--- src/rtl/uart_rx_param.sv ---
// uart_rx_param: parametrised UART receiver. It rejects false starts and reports framing errors,
//   overrun and (optionally) parity errors.
// Latency: rx_data/rdy/flags update 1 clk after the last stop-bit sample. RX reaches the FSM
//   after a 2-flop synchronizer.
// Backpressure: none. A word that completes while rdy=1 overwrites rx_data and sets overrun.
// Ports: clk, rst_n (async, active-low), RX (async serial in, idles high), clr_rdy (1-cycle ack);
//   rx_data, rdy, frm_err, par_err, overrun (registered; error flags are sticky until clr_rdy).
// Build option: define UART_PARITY_EN to expect a parity bit after the data. The parity is
//   even, or odd when ODD_PARITY=1. Without the macro, par_err is tied to 0.
module uart_rx_param #(
  parameter int DATA_BITS  = 8,
  parameter int BAUD_DIV   = 2604,
  parameter int STOP_BITS  = 1,
  parameter int ODD_PARITY = 0
) (
  input  logic                 clk,
  input  logic                 rst_n,
  input  logic                 RX,
  input  logic                 clr_rdy,
  output logic [DATA_BITS-1:0] rx_data,
  output logic                 rdy,
  output logic                 frm_err,
  output logic                 par_err,
  output logic                 overrun
);

  localparam int CW = $clog2(BAUD_DIV + 1);
  localparam int BW = $clog2(DATA_BITS + 1);
  localparam logic [CW-1:0] C_HALF  = CW'(BAUD_DIV / 2);
  localparam logic [CW-1:0] C_LAST  = CW'(BAUD_DIV - 1);
  localparam logic [BW-1:0] C_DLAST = BW'(DATA_BITS - 1);
  localparam logic [BW-1:0] C_SLAST = BW'(STOP_BITS - 1);

  if (DATA_BITS < 5 || DATA_BITS > 9 || BAUD_DIV < 8 || STOP_BITS < 1 || STOP_BITS > 2 ||
      ODD_PARITY < 0 || ODD_PARITY > 1) begin : g_param_err
    $error("uart_rx_param: illegal parameter value");
  end

  typedef enum logic [2:0] {
    S_IDLE,
    S_START,
    S_DATA,
`ifdef UART_PARITY_EN
    S_PARITY,
`endif
    S_STOP
  } state_t;

  state_t                 r_state, w_state_nxt;
  logic [CW-1:0]          r_cnt, w_cnt_nxt;
  logic [BW-1:0]          r_bit, w_bit_nxt;
  logic [DATA_BITS-1:0]   r_shift, w_shift_nxt;
  logic                   r_stop_bad, w_stop_bad_nxt;
  logic                   w_done;
`ifdef UART_PARITY_EN
  logic                   r_par_bad, w_par_bad_nxt;
`endif

  // Synchronizer idles high so that releasing reset never looks like a start edge.
  logic r_rx_meta, r_rx_s, r_rx_prev;
  logic w_fall;

  always_ff @(posedge clk or negedge rst_n) begin
    if (!rst_n) begin
      r_rx_meta <= 1'b1;
      r_rx_s    <= 1'b1;
      r_rx_prev <= 1'b1;
    end else begin
      r_rx_meta <= RX;
      r_rx_s    <= r_rx_meta;
      r_rx_prev <= r_rx_s;
    end
  end

  assign w_fall = r_rx_prev & ~r_rx_s;

  always_ff @(posedge clk or negedge rst_n) begin
    if (!rst_n) r_state <= S_IDLE;
    else        r_state <= w_state_nxt;
  end

  // The counter is loaded with 1 on the start edge, so START ends exactly BAUD_DIV/2 cycles
  // after t0. Each later sample wraps it to 0 and waits a full BAUD_DIV.
  always_comb begin
    w_state_nxt    = r_state;
    w_cnt_nxt      = r_cnt + 1'b1;
    w_bit_nxt      = r_bit;
    w_shift_nxt    = r_shift;
    w_stop_bad_nxt = r_stop_bad;
    w_done         = 1'b0;
`ifdef UART_PARITY_EN
    w_par_bad_nxt  = r_par_bad;
`endif
    unique case (r_state)
      S_IDLE: begin
        w_cnt_nxt      = '0;
        w_bit_nxt      = '0;
        w_stop_bad_nxt = 1'b0;
`ifdef UART_PARITY_EN
        w_par_bad_nxt  = 1'b0;
`endif
        if (w_fall) begin
          w_state_nxt = S_START;
          w_cnt_nxt   = CW'(1);
        end
      end
      S_START: begin
        if (r_cnt == C_HALF) begin
          w_cnt_nxt   = '0;
          w_state_nxt = r_rx_s ? S_IDLE : S_DATA;
        end
      end
      S_DATA: begin
        if (r_cnt == C_LAST) begin
          w_cnt_nxt   = '0;
          w_shift_nxt = {r_rx_s, r_shift[DATA_BITS-1:1]};
          if (r_bit == C_DLAST) begin
            w_bit_nxt   = '0;
`ifdef UART_PARITY_EN
            w_state_nxt = S_PARITY;
`else
            w_state_nxt = S_STOP;
`endif
          end else begin
            w_bit_nxt = r_bit + 1'b1;
          end
        end
      end
`ifdef UART_PARITY_EN
      S_PARITY: begin
        if (r_cnt == C_LAST) begin
          w_cnt_nxt     = '0;
          w_par_bad_nxt = r_rx_s ^ (^r_shift) ^ (ODD_PARITY != 0);
          w_state_nxt   = S_STOP;
        end
      end
`endif
      S_STOP: begin
        if (r_cnt == C_LAST) begin
          w_cnt_nxt      = '0;
          w_stop_bad_nxt = r_stop_bad | ~r_rx_s;
          if (r_bit == C_SLAST) begin
            // Back to IDLE right away so a start edge is accepted in the rest of the stop bit.
            w_bit_nxt   = '0;
            w_done      = 1'b1;
            w_state_nxt = S_IDLE;
          end else begin
            w_bit_nxt = r_bit + 1'b1;
          end
        end
      end
      default: w_state_nxt = S_IDLE;
    endcase
  end

  always_ff @(posedge clk or negedge rst_n) begin
    if (!rst_n) begin
      r_cnt      <= '0;
      r_bit      <= '0;
      r_shift    <= '0;
      r_stop_bad <= 1'b0;
`ifdef UART_PARITY_EN
      r_par_bad  <= 1'b0;
`endif
    end else begin
      r_cnt      <= w_cnt_nxt;
      r_bit      <= w_bit_nxt;
      r_shift    <= w_shift_nxt;
      r_stop_bad <= w_stop_bad_nxt;
`ifdef UART_PARITY_EN
      r_par_bad  <= w_par_bad_nxt;
`endif
    end
  end

  // A completion wins over a clr_rdy in the same cycle. The flags then describe only the new
  // frame, and overrun stays clear.
  always_ff @(posedge clk or negedge rst_n) begin
    if (!rst_n) begin
      rx_data <= '0;
      rdy     <= 1'b0;
      frm_err <= 1'b0;
      overrun <= 1'b0;
    end else if (w_done) begin
      rx_data <= r_shift;
      rdy     <= 1'b1;
      frm_err <= (frm_err & ~clr_rdy) | w_stop_bad_nxt;
      overrun <= (overrun | rdy) & ~clr_rdy;
    end else if (clr_rdy) begin
      rdy     <= 1'b0;
      frm_err <= 1'b0;
      overrun <= 1'b0;
    end
  end

`ifdef UART_PARITY_EN
  always_ff @(posedge clk or negedge rst_n) begin
    if (!rst_n)       par_err <= 1'b0;
    else if (w_done)  par_err <= (par_err & ~clr_rdy) | r_par_bad;
    else if (clr_rdy) par_err <= 1'b0;
  end
`else
  assign par_err = 1'b0;
`endif

endmodule

--- config.mk ---
export PLATFORM = sky130hd
export DESIGN_NAME = uart_rx_param
export DESIGN_NICKNAME = d
export VERILOG_FILES = /design/src/rtl/uart_rx_param.sv
export SDC_FILE = /design/constraint.sdc
export NUM_CORES = 1
export LEC_CHECK = 0
export ABC_AREA = 1
export CORE_MARGIN = 10
export CORE_UTILIZATION = 45
export DETAILED_ROUTE_END_ITERATION = 10
export PLACE_DENSITY = 0.72
export RECOVER_POWER = 50
export SLEW_MARGIN = 20
export SYNTH_ARGS = -nofsm -noshare
export SYNTH_HDL_FRONTEND = slang
export SYNTH_SLANG_ARGS = --single-unit
export TNS_END_PERCENT = 1
--- constraint.sdc ---
create_clock -name clk -period 3 [get_ports clk]
set_input_delay 0.3 -clock clk [delete_from_list [all_inputs] [get_ports clk]]
set_output_delay 0.3 -clock clk [all_outputs]
set_load 0.02 [all_outputs]
; ---- After elaboration in Yosys (flattened, before gate mapping)
; Cells that the tools add are included.
[word_totals]
romBits = 0
mem_count = 0
out_inout_bits = 12
wordCells = 68
mem_bits_rw = 0
regBits = 42
latchBits = 0
[classes]
magnitude_cmp = 0
shift = 0
n_addsub = 2
div = 0
bitwise = 8
n_eq_ne = 12
reduce_logical = 8
n_mux = 26
n_mul = 0
[op_table]
columns = cell, count
row1 = 12-bit case mux with 3 select lines, 1
row2 = 12-bit two-way mux, 2
row3 = 3-bit two-way mux, 6
row4 = 4-bit two-way mux, 4
row5 = 12-bit by 1-bit adder with 12-bit output (second input constant), 1
row6 = 12-bit by 11-bit equality test with 1-bit output (second input constant), 1
row7 = 12-bit equality test (second input constant), 1
row8 = 2-bit inequality test (second input constant), 6
row9 = 3-bit case mux with 4 select lines, 1
row10 = 4-bit case mux with 3 select lines, 1
row11 = 1-bit two-way mux, 9
row12 = 3-bit by 2-bit equality test with 1-bit output (second input constant), 2
row13 = 6-bit AND reduction, 1
row14 = 4-bit by 1-bit adder with 4-bit output (second input constant), 1
row15 = 4-bit by 3-bit equality test with 1-bit output (second input constant), 1
row16 = 4-bit zero test, 1
row17 = 1-bit bitwise AND, 3
row18 = 3-bit by 1-bit equality test with 1-bit output (second input constant), 1
row19 = 3-bit zero test, 1
row20 = 1-bit OR, 3
row21 = 3-bit AND reduction, 1
row22 = 3-bit nonzero test, 1
row23 = 2-bit two-way mux, 1
row24 = 1-bit NOT, 2
row25 = other kinds (4), 4

; ---- Depth between registers and ports, before layout
; Gate-level depths: netlist (run 1).
[depth]
word_depth = 6
mapped_depth = 9
ltp_nobuf = 9

; ---- Least setup slack after synthesis (run 1)
; Ideal clock, no wire load.
[synth_path]
path_kind = register -> register
startpoint = register r_state[0]
endpoint = register r_cnt[7]
t_required_ns = 2.882
setup_time_ns = 0.118
period_less_slack_ns = 1.352
path_slack_ns = 1.648
n_path_buf = 0
arrival_ns = 1.233
path_stages_with_launch = 9
cell_sequence = dfrtp_1 -> inv_1 -> ha_1 -> nor2_1 -> inv_1 -> nand2_1 -> nand2_2 -> inv_2 -> nor2_1
[synth_between]
elab_chain_cells = 3
[synth_lines]
columns = element, line_no
row1 = "start, declared", 49  ; state_t r_state, w_state_nxt;
row2 = "start signal, assigned", 79  ; else r_state <= w_state_nxt;
row3 = 3-bit by 2-bit equality test with 1-bit output, 94  ; unique case (r_state)
row4 = 2-bit OR reduction (no line), --
row5 = 12-bit case mux with 3 select lines *, 94
row6 = via w_cnt_nxt[7], 50  ; logic [CW-1:0] r_cnt, w_cnt_nxt;
row7 = "end signal, assigned", 166  ; r_cnt <= w_cnt_nxt;
row8 = "end, declared", 50
; The timed path passes the listed nets; every way through them passes the cells marked *.
; A chain may end at the register's enable or synchronous reset.

==> run_results.csv, run 1 <==
group,metric,value,unit
clocking,clock-sinks,41,
final_layout,area_growth,13.1,%
logic_synthesis,avgSynthCellArea,8.32,um2
die,ios,16,
timing,clock.fmax,555,MHz
logic_synthesis,ys_seq_area_share,49.5,%
timing,min_period,1.80,ns
clocking,cts_root_buf,"clkbuf_8",
placed_design,placedInstanceArea,2240,um2
global_routing,grt_antenna_before_repair,0,
clocking,path_clk_slew,0.08,ns
drt,vias,1562,
timing,setup_viol,0,
clocking,cts_buffer_depth,2,
timing,tightestPinTransition,2.09,ns
timing,grt_setup_unrepaired,"false",
final_layout,nets,279,
placed_design,io_buffers,14,
timing,final_hold_viol_count,0,
drt,totalWireLength,3.71,mm
global_routing,grt_usage,10.4,%
logic_synthesis,syn-instance-count,250,
timing,min_period_over_period,60.1,%
critical_path,r2r_slack,1.47,ns
power,p_leak,1.09,nW
logic_synthesis,ys_ff_latch,41,
drt,first_iter_violations,73,
logic_synthesis,synth_top_cell_by_area,"dfrtp_1",
critical_path,cp-start-kind,"input pin",
placed_design,place.gp.congestion,0.847,
logic_synthesis,ys_types,25,
logic_synthesis,syn_nets,262,
timing,slew_headroom,-39.5,%
critical_path,crit_buf_inv,1,
final_layout,fin_area,2350,um2
placed_design,dp_hpwl,2.76,mm
power,p_per_area,597,nW/um2
critical_path,crit_chain,"clkbuf_1",
drt,drt_first_pass_iters,4,
global_routing,grt_overflow,0,
clocking,post-cts-setup-buffers,0,
die,die_w,88.0,um
drt,wl_per_cell,11.6,um
power,irDropWorstVdd,0.000381,V
critical_path,cp_top_family,"buffers and inverters",
die,rows,24,
critical_path,arrival,1.79,ns
drt,drtAntennaViolNets,0,
critical_path,critical_path_class,"in -> async",
clocking,cts_tree,"yes",
logic_synthesis,yosys-top-cells-area,"dfrtp_1 (46%), nand2_1 (12%), nand3_1 (6.0%)",
power,p_total,1.40,mW
global_routing,grt_max_degree,42,
timing,hold_ws,0.363,ns
logic_synthesis,syn_area,2080,um2
final_layout,drive_gt1_share,10.1,%
critical_path,critPathMaxFanout,41,
critical_path,critical_path.slowest_cell,"clkbuf_1",
drt,via_per_inst,4.88,
critical_path,crit_path_end_kind,"asynchronous set/reset pin",
status,status,"finished, violations left",
flow_run,max_cap_viol_count,1,
final_layout,diodes,0,
die,design.core.area,4410,um2
critical_path,worstPathRequired,2.99,ns
clocking,post_cts_resized,0,
clocking,clock_latency,0.29,ns
timing,setup_tns,0,ns
clocking,numCtsBuffers,5,
timing,slew_viol_final,42,
die,die_y,88.0,um
clocking,htree_levels,2,
die,initial_core_util,47.1,%
status,failed_checks,"capacitance limit, slew limit",
global_routing,grt_pass1_wl,6.48,mm
drt,drcViolationCount,0,
worst_hold_path,hold_path.class,"reg -> reg",
die,dieArea,7740,um2
logic_synthesis,ys_warn_count,0,
logic_synthesis,synth_top_cell_area_share,45.7,%
critical_path,max_stage_delay,1.46,ns
clocking,hold_buffers,0,
timing,clock_skew,0.00433,ns
global_routing,grt_pass1_vias,1466,
layout make-up:
cell class,instances,area [um2]
inverter,33,124
timing repair buffer,14,134
clock inverter,2,38.8
fill,413,2060
tap,52,65.1
clock buffer,6,72.6
sequential,41,1030
multi-input combinational,172,888
cell usage in the layout (no fill, tap or decap), types with 4 or more instances in the layout:
master	synthesis	routed
nand2_1	66	66
dfrtp_1	38	38
inv_1	31	31
nor2_1	29	29
nand3_1	25	25
o21ai_0	14	14
clkdlybuf4s50_1	0	12
o21ai_2	8	8
ha_1	8	8
clkbuf_8	0	5
nand4_1	4	4
xor2_1	4	4
metrics by stage:
| step | instances | utilization [%] | setup slack [ns] |
|---|---|---|---|
| 2_1_floorplan | 250 | - | 1.65 |
| 3_3_place_gp | 312 | 50.8 | 1.52 |
| 3_5_place_dp | 312 | 50.8 | 1.49 |
| 4_1_cts | 320 | 53.3 | 1.41 |
| 5_1_grt | 320 | 53.3 | 0.697 |
| 6_report | 320 | 53.3 | 1.20 |
synth_stat cells, drive strengths merged:
cell type   n
a21boi      2
a21oi       1
buf         4
conb        1
dfrtp      38
dfstp       3
ha          8
inv        33
nand2      67
nand3      27
nand4       4
nor2       31
nor3        3
o21a        1
o21ai      22
or2         1
xor2        4
state kept, by name (all words and copies together), names as in the netlist, 2 cells and up:
name and cells:
rx_data 8, r_cnt 12, r_shift 8, r_bit 4, r_state 2
where the power goes:
part           leakage, nW  internal (mW)  switching (mW)
registers            0.556          0.591          0.0389
clock network       0.0554          0.250           0.190
logic                0.478          0.113           0.221
total                 1.09          0.953           0.450
metal layers:
layer	wire length, um	track usage [%]	up-vias	part of all wire [%]
met5	0	0	-	0
met4	56	4.35	0	1.5
li1	-	-	816	-
met3	154	3.44	5	4.2
met2	1680	15.6	23	45
met1	1810	13.5	718	49
path summary, 6_finish.rpt:
check                                start         end  cells past startpoint
worst max-delay path                 rst_n    r_cnt[8]                      1
worst min-delay path             r_rx_meta      r_rx_s                      0
worst max register to register  r_state[0]    r_cnt[3]                      8
worst min register to register   r_rx_meta      r_rx_s                      0
max in group clk                rx_data[1]  rx_data[1]                      1
min in group asynchronous            rst_n    r_cnt[4]                      1
logic make-up after synthesis:
kind of cell | share of synthesized area [%]
simple gates | 28.0
xor+xnor | 1.68
fa+ha+maj | 4.81
flops | 49.5
compound gates | 8.06
other cells | 0.180
buf+inv | 7.76
(Power assumes the default switching activity.)
==> run 2, diff against run 1 <==
Clock period 3 ns to 1.8 ns, I/O delays scaled along.
==> run 2 against run 1 <==
Effect of this change: the flow now finishes without violations; hold slack gained 0.0013 ns; global-route usage is essentially flat; clock skew is essentially flat; setup slack lost 0.94 ns; register-to-register slack lost 1.2 ns; sequential power grew 67%; sequential cell count is the same; clock power grew 53%; sequential share of layout area shrank 0.44 points; die area is the same; critical path depth grew 7; combinational power grew 71%; critical path type is now reg -> reg.
==> run_results.csv, run 2 (synthesis gave the netlist of run 1 again) <==
group,metric,value,unit
status,status,"finished, final reports clean",
power,p_per_area,964,nW/um2
placed_design,place.gp.congestion,0.834,
critical_path,arrival,1.73,ns
final_layout,final_common_cell,"nand2_1",
global_routing,grt_usage,10.4,%
final_layout,fin_area,2380,um2
clocking,cts_root_buf,"clkbuf_8",
drt,via_per_inst,4.88,
worst_hold_path,holdPathStages,0,
global_routing,grt_pass1_wl,6.50,mm
power,switching_power,0.757,mW
critical_path,critical_path_class,"reg -> reg",
timing,clock.fmax,647,MHz
final_layout,multi_input_area,888,um2
power,internal_power,1.53,mW
final_layout,top_register,"r_cnt",
drt,vias,1570,
final_layout,drive_gt1_share,10.7,%
timing,final_hold_viol_count,0,
placed_design,dp_hpwl,2.88,mm
final_layout,n_fill_cell,403,
critical_path,reg2reg_to,"r_cnt[10]",
final_layout,top_regs,"r_cnt: 12 flops, r_shift: 8 flops, rx_data: 8 flops",
final_layout,diodes,0,
global_routing,grt_overflow,0,
final_layout,area_growth,14.3,%
clocking,clock_latency,0.29,ns
critical_path,crit_path_end_kind,"register",
drt,first_iter_violations,84,
clocking,cts_buffer_depth,2,
critical_path,reg2reg_depth,8,
timing,min_period_over_period,85.9,%
critical_path,worstPathRequired,1.98,ns
die,initial_core_util,47.1,%
final_layout,seqCellArea,1030,um2
timing,slew_headroom,26.6,%
worst_hold_path,whs_endpoint,"r_rx_s",
power,clkPwrFrac,29.4,%
drt,drtAntennaViolNets,0,
drt,totalWireLength,3.76,mm
power,p_sw_share,33.0,%
critical_path,rr_startpoint,"r_state[0]",
critical_path,r2r_slack,0.25,ns
clocking,numCtsBuffers,5,
die,design.core.area,4410,um2
power,combPwrFrac,24.9,%
die,die_y,88.0,um
flow_run,max_cap_viol_count,0,
timing,min_period,1.55,ns
clocking,path_clk_slew,0.08,ns
power,irDropWorstVdd,0.000631,V
worst_hold_path,hold_path.class,"reg -> reg",
timing,tightestPinTransition,1.10,ns
placed_design,io_buffers,14,
critical_path,crit_chain,"inv_1, ha_1, nor2_1, inv_1, nand2_1, nand2_2, inv_2, nor2_1",
placed_design,placedInstanceArea,2260,um2
timing,clock_skew,0.00444,ns
worst_hold_path,hp-start,"r_rx_meta",
final_layout,largest_reg_flops,12,
critical_path,crit_start,"r_state[0]",
die,die_w,88.0,um
die,ios,16,
clocking,cts_tree,"yes",
global_routing,grt_pass1_vias,1481,
critical_path,max_stage_delay,0.41,ns
die,dieArea,7740,um2
power,p_seq_share,45.6,%
final_layout,final_cell_mix,"nand2_1 (66), dfrtp_1 (38), inv_1 (31)",
drt,drcViolationCount,0,
power,p_leak,1.11,nW
critical_path,critical_path.slowest_cell,"dfrtp_1",
final_layout,nets,281,
timing,slew_viol_final,0,
timing,setup_viol,0,
timing,setup_tns,0,ns
die,rows,24,
global_routing,grt_antenna_before_repair,0,
timing,grt_setup_unrepaired,"false",
critical_path,critPathMaxFanout,7,
clocking,htree_levels,2,
drt,wl_per_cell,11.7,um
drt,drt_first_pass_iters,4,
global_routing,grt_max_degree,24,
clocking,clock-sinks,41,
critical_path,cp-start-kind,"register",
-- run 2: timing repair --
| action | in CTS | in global routing |
|---|---|---|
| setup endpoints to repair | 0 | 0 |
| setup buffers | 0 | 0 |
| resized for setup | 0 | 0 |
| endpoints found under the hold margin | 18 | 0 |
| hold buffers | 1 | 0 |
-- run 2: layout make-up --
class / instances / area share, %
clock inverters: 1 / 0.369
multi-input cells: 172 / 37.4
inverters: 33 / 5.21
clock buffers: 7 / 4.05
repair buffers: 16 / 6.90
flip-flops and latches: 41 / 43.3
well taps: 52 / 2.74
-- run 2: worst max-delay path: cells and delay by family (launching register included) --
family | cells | cell delay (ns)
adders and majority gates | 1 | 0.27
and+or+nand+nor | 4 | 0.45
buffers and inverters | 3 | 0.29
DFF | 1 | 0.41
-- run 2: metal layers --
layer  up-vias  wire, um  GRT usage (%)
li1        824         -              -
met5         -         0              0
met3         2       178           3.25
met4         0        10           3.91
met2        34      1770           16.3
met1       710      1800           13.1
-- run 2: through the flow --
stage                     worst slack [ns]  utilization (%)  hold WS (ns)  std cells  power, mW
after global routing                0.0470             53.8         0.372        322       2.45
final                                0.254             53.8         0.365        322       2.29
after floorplan                      0.448                -        -0.116        250       1.49
after global placement               0.323             51.2         0.155        313       1.62
after CTS                            0.251             53.9         0.281        322       2.32
after detailed placement             0.254             51.2         0.160        313       1.63
-- run 2: worst max path at each step --
| stage | endpoint | cells after the start | slack (ns) |
|---|---|---|---|
| global route | r_cnt[10] | 7 | 0.05 |
| floorplan | r_cnt[7] | 8 | 0.45 |
| global placement | r_cnt[1] | 8 | 0.32 |
| CTS | r_cnt[10] | 8 | 0.25 |
| finish | r_cnt[10] | 8 | 0.25 |
| detailed placement | r_cnt[10] | 8 | 0.25 |
-- run 2: power groups by stage --
stage | clock, mW | sequential, mW | combinational [mW]
after detailed placement | 0 | 1.06 | 0.571
after global routing | 0.731 | 1.06 | 0.662
after global placement | 0 | 1.06 | 0.561
final | 0.674 | 1.05 | 0.571
after floorplan | 0 | 1.05 | 0.439
after CTS | 0.700 | 1.05 | 0.575
